==> src/rtl/axi4_traffic_gen.sv <==
// axi4_traffic_gen: AXI4 master that issues one INCR write burst and/or one INCR
// read burst. Write data is seed+k per beat; read data is checked against the
// same pattern.
// Optional feature macro: AXI4_TRAFFIC_GEN_CHECK_EN builds the response
// comparators and the saturating err_count register. Without it err_count is 0.
module axi4_traffic_gen #(
  parameter int unsigned ID         = 0,
  parameter int unsigned ID_WIDTH   = 4,
  parameter int unsigned DATA_WIDTH = 64,
  parameter int unsigned ADDR_WIDTH = 32,
  parameter int unsigned MAX_LEN    = 16,
  localparam int unsigned LW        = $clog2(MAX_LEN + 1)
) (
  input  logic                      CLK,
  input  logic                      RST,
  input  logic                      start_write,
  input  logic                      start_read,
  input  logic [ADDR_WIDTH-1:0]     addr,
  input  logic [LW-1:0]             len,
  input  logic [DATA_WIDTH-1:0]     seed,
  output logic                      busy,
  output logic                      done,
  output logic [15:0]               err_count,
  // AW channel
  output logic                      awvalid,
  input  logic                      awready,
  output logic [ID_WIDTH-1:0]       awid,
  output logic [ADDR_WIDTH-1:0]     awaddr,
  output logic [7:0]                awlen,
  output logic [2:0]                awsize,
  output logic [1:0]                awburst,
  // W channel
  output logic                      wvalid,
  input  logic                      wready,
  output logic [DATA_WIDTH-1:0]     wdata,
  output logic [DATA_WIDTH/8-1:0]   wstrb,
  output logic                      wlast,
  // B channel
  input  logic                      bvalid,
  output logic                      bready,
  input  logic [1:0]                bresp,
  input  logic [ID_WIDTH-1:0]       bid,
  // AR channel
  output logic                      arvalid,
  input  logic                      arready,
  output logic [ID_WIDTH-1:0]       arid,
  output logic [ADDR_WIDTH-1:0]     araddr,
  output logic [7:0]                arlen,
  output logic [2:0]                arsize,
  output logic [1:0]                arburst,
  // R channel
  input  logic                      rvalid,
  output logic                      rready,
  input  logic [DATA_WIDTH-1:0]     rdata,
  input  logic [1:0]                rresp,
  input  logic [ID_WIDTH-1:0]       rid,
  input  logic                      rlast
);

  localparam logic [2:0]          AxSize    = 3'($clog2(DATA_WIDTH / 8));
  localparam logic [1:0]          BurstIncr = 2'b01;
  localparam logic [1:0]          RespOkay  = 2'b00;
  localparam logic [ID_WIDTH-1:0] IdVal     = ID_WIDTH'(ID);
  localparam logic [LW-1:0]       MaxLen    = LW'(MAX_LEN);

  typedef enum logic [2:0] {StIdle, StAw, StW, StB, StAr, StR, StFin} state_e;

  state_e                  state_q, state_d;
  logic [ADDR_WIDTH-1:0]   addr_q;
  logic [DATA_WIDTH-1:0]   seed_q;
  logic [DATA_WIDTH-1:0]   data_q;    // pattern value for the current beat
  logic [7:0]              len_m1_q;  // burst length minus one (AxLEN encoding)
  logic [7:0]              beat_q;
  logic                    do_read_q;

  logic                    start_any;
  logic [LW-1:0]           len_clip;
  logic [7:0]              len_m1;
  logic                    last_beat;
  logic                    aw_hs, w_hs, b_hs, ar_hs, r_hs;
  logic                    r_exit;

  assign start_any = start_write | start_read;
  assign last_beat = (beat_q == len_m1_q);

  assign aw_hs = awvalid & awready;
  assign w_hs  = wvalid & wready;
  assign b_hs  = bvalid & bready;
  assign ar_hs = arvalid & arready;
  assign r_hs  = rvalid & rready;

  // Clamp the requested length into 1..MAX_LEN beats
  always_comb begin
    len_clip = len;
    if (len == '0) begin
      len_clip = LW'(1);
    end else if (len > MaxLen) begin
      len_clip = MaxLen;
    end
    len_m1 = 8'(len_clip - LW'(1));
  end

  // State register
  always_ff @(posedge CLK) begin
    if (RST) begin
      state_q <= StIdle;
    end else begin
      state_q <= state_d;
    end
  end

  // Next-state logic
  always_comb begin
    state_d = state_q;
    unique case (state_q)
      StIdle: begin
        if (start_write) begin
          state_d = StAw;
        end else if (start_read) begin
          state_d = StAr;
        end
      end
      StAw:  if (aw_hs) state_d = StW;
      StW:   if (w_hs && last_beat) state_d = StB;
      StB:   if (b_hs) state_d = do_read_q ? StAr : StFin;
      StAr:  if (ar_hs) state_d = StR;
      StR:   if (r_hs && r_exit) state_d = StFin;
      StFin: state_d = StIdle;
      default: state_d = StIdle;
    endcase
  end

  // Output decode: valids/readies and status follow the registered state
  always_comb begin
    awvalid = 1'b0;
    wvalid  = 1'b0;
    bready  = 1'b0;
    arvalid = 1'b0;
    rready  = 1'b0;
    busy    = 1'b1;
    done    = 1'b0;
    unique case (state_q)
      StIdle: busy    = 1'b0;
      StAw:   awvalid = 1'b1;
      StW:    wvalid  = 1'b1;
      StB:    bready  = 1'b1;
      StAr:   arvalid = 1'b1;
      StR:    rready  = 1'b1;
      StFin:  done    = 1'b1;
      default: busy   = 1'b0;
    endcase
  end

  // Payloads are forced to zero whenever their channel is not valid
  assign awid    = awvalid ? IdVal     : '0;
  assign awaddr  = awvalid ? addr_q    : '0;
  assign awlen   = awvalid ? len_m1_q  : '0;
  assign awsize  = awvalid ? AxSize    : '0;
  assign awburst = awvalid ? BurstIncr : '0;
  assign arid    = arvalid ? IdVal     : '0;
  assign araddr  = arvalid ? addr_q    : '0;
  assign arlen   = arvalid ? len_m1_q  : '0;
  assign arsize  = arvalid ? AxSize    : '0;
  assign arburst = arvalid ? BurstIncr : '0;
  assign wdata   = wvalid  ? data_q    : '0;
  assign wstrb   = wvalid  ? '1        : '0;
  assign wlast   = wvalid & last_beat;

  // Burst parameters, beat counter and running pattern value
  always_ff @(posedge CLK) begin
    if (RST) begin
      addr_q    <= '0;
      seed_q    <= '0;
      data_q    <= '0;
      len_m1_q  <= '0;
      beat_q    <= '0;
      do_read_q <= 1'b0;
    end else begin
      if (state_q == StIdle && start_any) begin
        addr_q    <= addr;
        seed_q    <= seed;
        data_q    <= seed;
        len_m1_q  <= len_m1;
        beat_q    <= '0;
        do_read_q <= start_read;
      end
      // Each burst restarts the pattern from the seed
      if (aw_hs || ar_hs) begin
        data_q <= seed_q;
        beat_q <= '0;
      end
      if (w_hs || r_hs) begin
        data_q <= data_q + DATA_WIDTH'(1);
        beat_q <= beat_q + 8'd1;
      end
    end
  end

`ifdef AXI4_TRAFFIC_GEN_CHECK_EN
  logic        b_err, r_err;
  logic [15:0] err_q;

  assign b_err  = (bresp != RespOkay) || (bid != IdVal);
  assign r_err  = (rdata != data_q) || (rresp != RespOkay) || (rid != IdVal) ||
                  (rlast != last_beat);
  // An early rlast terminates the read burst
  assign r_exit = last_beat | rlast;

  // Saturating count, at most one per failing handshake
  always_ff @(posedge CLK) begin
    if (RST) begin
      err_q <= '0;
    end else if (((b_hs && b_err) || (r_hs && r_err)) && (err_q != 16'hFFFF)) begin
      err_q <= err_q + 16'd1;
    end
  end

  assign err_count = err_q;
`else
  logic unused_rsp;

  assign r_exit     = last_beat;
  assign err_count  = '0;
  assign unused_rsp = ^{bresp, bid, rdata, rresp, rid, rlast};
`endif

endmodule
==> config.mk <==
export PLATFORM = sky130hd
export DESIGN_NAME = axi4_traffic_gen
export DESIGN_NICKNAME = d
export VERILOG_FILES = /design/src/rtl/axi4_traffic_gen.sv
export SDC_FILE = /design/constraint.sdc
export NUM_CORES = 1
export LEC_CHECK = 0
export ABC_AREA = 0
export CORE_UTILIZATION = 35
export DETAILED_ROUTE_END_ITERATION = 6
export PLACE_DENSITY = 0.67
export SYNTH_ARGS = -nofsm -noshare
export SYNTH_HDL_FRONTEND = slang
export SYNTH_SLANG_ARGS = --single-unit
==> constraint.sdc <==
create_clock -name CLK -period 4.35 [get_ports CLK]
set_input_delay 0.6525 -clock CLK [delete_from_list [all_inputs] [get_ports CLK]]
set_output_delay 0.6525 -clock CLK [all_outputs]
set_load 0.01 [all_outputs]
==> results of run 1 <==
synthesized netlist by cell type, drive strengths merged, types with 11 or more instances:
cell type and n:
nand3 32, and2 110, a21oi 145, o21ai 55
nor2 54, a31oi 17, and3 58, a211oi 22
nand4 23, nor4 13, nand2 285, clkbuf 83
nor3 29, dfxtp 178, buf 66, and4 11
o22ai 17, xor2 14
registers in the layout (all words and copies together) (netlist names):
name and count:
seed_q 64, state_q 3, len_m1_q 6, addr_q 32
do_read_q 1, beat_q 8, data_q 64
final cells by class:
cell class	count	area [um2]	area share (%)
flip-flops and latches	178	3560	26.8
clock buffers	19	453	3.41
inverters	6	22.5	0.169
repair buffers	293	2910	21.9
multi-input cells	1035	5710	42.9
well taps	378	473	3.56
clock inverters	12	169	1.27
placed cells by master (no fill, tap or decap), types with 4 or more instances in the layout:
cell type	count
a211o_1	4
a211oi_1	22
a21o_1	6
a21oi_1	144
a221oi_1	5
a22oi_1	4
a31oi_1	17
a41oi_1	8
and2_1	109
and3_1	58
and4_1	10
buf_4	17
clkbuf_16	17
clkdlybuf4s50_1	274
conb_1	28
dfxtp_1	178
inv_1	6
inv_6	4
mux2i_1	5
nand2_1	285
nand3_1	30
nand3b_1	5
nand4_1	23
nor2_1	52
nor2b_1	4
nor3_1	26
nor3b_1	6
nor4_1	11
o211ai_1	5
o21ai_0	54
o221ai_1	10
o22ai_1	17
o311ai_0	4
or4_1	5
xnor2_1	7
xor2_1	14
worst paths after layout:
kind / slack (ns) / end
max: 0.95 / wdata[42]
min: 0.46 / seed_q[50]
max reg2reg: 1.29 / data_q[24]
min reg2reg: 0.46 / seed_q[50]
per-stage QoR:
stage / utilization [%] / cell area, um2 / instances / power, mW
CTS: 47.9 / 13300 / 1921 / 7.82
finish: 47.9 / 13300 / 1921 / 7.77
global route: 47.9 / 13300 / 1921 / 8.33
global placement: 45.6 / 12700 / 1890 / 6.04
detailed placement: 45.6 / 12700 / 1890 / 6.14
floorplan: - / 9980 / 1368 / 4.83
worst max-delay path: stages, from the launching register on:
cell and delay (ns):
dfxtp_1 0.60, nor3b_2 0.27, buf_4 0.56, and2_1 0.27
clkdlybuf4s50_1 0.55
power by group:
part           internal [mW]  leakage, nW  switching (mW)
Sequential              2.16         1.47           0.557
Combinational           1.32         3.19            2.08
Clock                  0.949        0.305           0.715
Total                   4.43         4.96            3.35
logic make-up after synthesis:
| family | count (synthesis) |
|---|---|
| mux | 7 |
| xor+xnor | 21 |
| flops | 178 |
| fa+ha+maj | 3 |
| other cells | 1 |
| compound gates | 326 |
| simple gates | 650 |
| buf+inv | 155 |
layer usage:
| metal | wire [um] | part of all wire [%] |
|---|---|---|
| met5 | 0 | 0 |
| met1 | 14200 | 42 |
| met2 | 16200 | 48 |
| met3 | 2220 | 6.6 |
| met4 | 975 | 2.9 |
==> flow_metrics.env, run 1 <==
export IMPL_postSynth_asyncResetShare_pct=0
export IMPL_synth_top_family_by_area="simple AND/OR/NAND/NOR gates"
export IMPL_busiest_layer="met2"
export IMPL_maxCapViolations=0
export IMPL_holdBufCountCts=0
export IMPL_ctsHtreeMaxLevel=4
export IMPL_postCtsSetupBuffers=0
export IMPL_critical_path_class="register to output pin"
export IMPL_cts_buffers_inserted=17
export IMPL_grt_use_met1_pct=28.6
export IMPL_clock_fmax_mhz=294
export IMPL_die_h_um=170
export IMPL_drv_slew=0
export IMPL_root_buffer="clkbuf_16"
export IMPL_hpwl_mm=22.5
export IMPL_num_antenna_cells=0
export IMPL_synth_area_um2=9880
export IMPL_grt_max_degree=128
export IMPL_grt_total_usage_pct=23.0
export IMPL_clkTransAtPathRegs_ns=0.07
export IMPL_drc_errors=0
export IMPL_tritoncts="yes"
export IMPL_synth_edf_count=0
export IMPL_hold_path_depth=2
export IMPL_antenna_left=0
export IMPL_irDropWorstVdd_v=0.000521
export IMPL_worstSetupEndpointType="output pin"
export IMPL_dieArea_um2=28900
export IMPL_syn_area_per_cell_um2=7.37
export IMPL_crit_path_start="state_q[1]"
export IMPL_reg2reg_depth=8
export IMPL_synthMuxAreaShare_pct=0.735
export IMPL_place_gp_congestion=0.822
export IMPL_yosysSeqAreaShare_pct=36.1
export IMPL_rows=61
export IMPL_grt_pass1_wl_mm=52.3
export IMPL_place_ws_ns=1.11
export IMPL_hold_viol=0
export IMPL_reg2reg_from="state_q[1]"
export IMPL_cp_arrival_ns=2.75
export IMPL_min_period_over_period_pct=78.1
export IMPL_cp_required_ns=3.70
export IMPL_area_delta_synth_final_pct=34.6
export IMPL_yosys_warnings=0
export IMPL_synth_ff_type="dfxtp_1"
export IMPL_worst_pin_slew_ns=0.981
export IMPL_total_leakage_power_nw=4.96
export IMPL_portBuffers=275
export IMPL_via_per_inst=5.43
export IMPL_ys_types=72
export IMPL_grtUsageMet3_pct=4.40
export IMPL_min_period_ns=3.40
export IMPL_drive_gt1_share_pct=4.86
export IMPL_postSynthCellCount=1341
export IMPL_ctsResizeCount=0
export IMPL_met2_usage_pct=39.1
export IMPL_antenna_found_initial=0
export IMPL_synth_top_area_cell="dfxtp_1"
export IMPL_synth_seq_cells=178
export IMPL_clk_latency_ns=0.43
export IMPL_cts_sinks=178
export IMPL_avgRoutedWirePerCell_um=17.5
export IMPL_grt_pass1_vias=9571
export IMPL_drtIter0Drc=762
export IMPL_worstHoldPathType="register to register"
export IMPL_rsz0062_at_grt="no"
export IMPL_synth_xor_area_share_pct=1.86
export IMPL_status="finished clean"
export IMPL_start_kind="register"
export IMPL_final_setup_worst_slack_ns=0.951
export IMPL_hp_start="seed_q[50]"
export IMPL_tns_ns=0
export IMPL_synth_compound_area_share_pct=20.0
export IMPL_synth_top_area_share_pct=36.1
export IMPL_timing_hold_ws_ns=0.455
export IMPL_core_um2=27800
export IMPL_finalSetupViolCount=0
export IMPL_start_util_pct=35.6
export IMPL_fillers=2735
export IMPL_synthSimpleGateAreaFrac_pct=33.1
export IMPL_clock_path_buffers=2
export IMPL_io_pins=381
export IMPL_wirelength_mm=33.6
export IMPL_vias=10400
export IMPL_power_density_nw_per_um2=585
export IMPL_drt_pass1_iterations=7
export IMPL_cp_max_fo=75
export IMPL_synth_area_leaders="dfxtp_1 36%, nand2_1 11%, a21oi_1 7.3%"
export IMPL_maxSlewHeadroom_pct=34.6
export IMPL_synthAdderAreaFrac_pct=0.380
export IMPL_fin_worst_skew_ns=0.0114
export IMPL_die_x_um=170
export IMPL_grt_overflow=0
export IMPL_fin_nets=1721
No activity file was read; power rests on OpenSTA's default activity.
==> run 2: changes to the inputs <==
- clock period: 4.35 -> 3.3 ns (I/O delays scaled with it)
==> flow_metrics.env, run 2 (synthesis gave the netlist of run 1 again) <==
export IMPL_status="finished clean"
export IMPL_rows=61
export IMPL_start_util_pct=35.6
export IMPL_clkTransAtPathRegs_ns=0.07
export IMPL_avgRoutedWirePerCell_um=17.2
export IMPL_reg2reg_from="state_q[2]"
export IMPL_cp_required_ns=2.80
export IMPL_power_density_nw_per_um2=761
export IMPL_antenna_left=0
export IMPL_final_area_um2=13400
export IMPL_die_x_um=170
export IMPL_critical_path_class="register to output pin"
export IMPL_holdBufCountCts=0
export IMPL_crit_path_start="state_q[1]"
export IMPL_fin_worst_skew_ns=0.0123
export IMPL_drv_slew=0
export IMPL_cp_max_fo=74
export IMPL_multi_input_area_um2=5710
export IMPL_io_pins=381
export IMPL_hold_viol=0
export IMPL_fin_util_pct=48.2
export IMPL_portBuffers=275
export IMPL_cp_arrival_ns=2.64
export IMPL_critPathBufInv=2
export IMPL_tns_ns=0
export IMPL_core_um2=27800
export IMPL_grt_pass1_vias=9309
export IMPL_via_per_inst=5.38
export IMPL_place_gp_congestion=0.855
export IMPL_ctsResizeCount=0
export IMPL_hpwl_mm=22.9
export IMPL_postCtsSetupBuffers=0
export IMPL_drtIter0Drc=785
export IMPL_vias=10400
export IMPL_finalSetupViolCount=0
export IMPL_drive_gt1_share_pct=5.72
export IMPL_tritoncts="yes"
export IMPL_grt_max_degree=128
export IMPL_grt_overflow=0
export IMPL_dpl_cell_area_um2=12800
export IMPL_reg_top3="data_q: 64 flops, seed_q: 64 flops, addr_q: 32 flops"
export IMPL_rsz0062_at_grt="no"
export IMPL_drt_pass1_iterations=5
export IMPL_clock_path_buffers=2
export IMPL_crit_chain="nor3b_2, buf_12, and2_1, clkdlybuf4s50_1"
export IMPL_critPathMaxStageDelay_ns=0.60
export IMPL_grt_total_usage_pct=22.4
export IMPL_dieArea_um2=28900
export IMPL_maxCapViolations=0
export IMPL_wirelength_mm=33.3
export IMPL_start_kind="register"
export IMPL_worstSetupEndpointType="output pin"
export IMPL_final_cell_mix="285 x nand2_1, 274 x clkdlybuf4s50_1, 178 x dfxtp_1"
export IMPL_antenna_found_initial=1
export IMPL_root_buffer="clkbuf_16"
export IMPL_ctsHtreeMaxLevel=4
export IMPL_critPathSlowestCell="dfxtp_1"
export IMPL_timing_hold_ws_ns=0.455
export IMPL_hp_start="seed_q[20]"
export IMPL_die_h_um=170
export IMPL_area_delta_synth_final_pct=35.5
export IMPL_min_period_ns=3.13
export IMPL_irDropWorstVdd_v=0.000574
export IMPL_final_seq_area_um2=3560
export IMPL_drc_errors=0
export IMPL_min_period_over_period_pct=94.9
export IMPL_cts_buffers_inserted=17
export IMPL_critPathTopFamily="buffers and inverters"
export IMPL_fin_nets=1734
export IMPL_clock_fmax_mhz=319
export IMPL_clk_latency_ns=0.44
export IMPL_cts_sinks=178
export IMPL_total_leakage_power_nw=5.01
export IMPL_final_common_cell="nand2_1"
export IMPL_worst_pin_slew_ns=0.986
export IMPL_maxSlewHeadroom_pct=34.0
export IMPL_worstHoldPathType="register to register"
export IMPL_grt_pass1_wl_mm=51.1
export IMPL_fillers=2770
-- run 2: worst reg2reg max path, stage by stage (launching register included) --
cell,delay (ns)
dfxtp_1,0.53
nor2b_1,0.53
a32oi_4,0.20
buf_12,0.24
nor3_1,0.45
nand4_1,0.17
mux2_2,0.31
nor3_1,0.16
-- run 2: final cells by class --
cell class / instances / share of cell area, %
Multi-Input combinational cell: 1035 / 42.6
Sequential cell: 178 / 26.6
Antenna cell: 1 / 0.0187
Inverter: 6 / 0.168
Clock buffer: 18 / 3.28
Tap cell: 378 / 3.53
Timing Repair Buffer: 306 / 22.7
Clock inverter: 14 / 1.10
-- run 2: per-layer routing --
metal	GRT usage [%]	wire, um	up-vias
li1	-	-	5046
met1	28.8	14400	4886
met2	37.8	15900	445
met3	4.00	2370	36
met4	7.56	636	0
met5	0	0	-
-- run 2: stage by stage --
step	worst slack, ns	power, mW	std cells
3_5_place_dp	0.510	8.18	1903
3_3_place_gp	0.516	8.07	1903
6_report	0.170	10.2	1936
4_1_cts	0.168	10.2	1935
2_1_floorplan	1.03	6.37	1368
5_1_grt	0.0144	10.9	1936
-- run 2: report_power, final --
group	internal, mW	switching, mW
Clock	1.09	0.966
Sequential	2.84	0.727
Combinational	1.82	2.75
-- run 2: worst paths after layout --
| kind | end | slack (ns) | cells past startpoint |
|---|---|---|---|
| worst max-delay path | wdata[37] | 0.17 | 4 |
| worst max register to register | data_q[24] | 0.65 | 7 |
| worst min-delay path | seed_q[20] | 0.45 | 2 |
| worst min register to register | seed_q[20] | 0.45 | 2 |
==> run 3: changes to the inputs <==
- CAP_MARGIN: not set -> 15
- CTS_CLUSTER_SIZE: not set -> 24
==> results of run 3 <==
The final DEF is identical to that of run 2; final timing and power are the same.
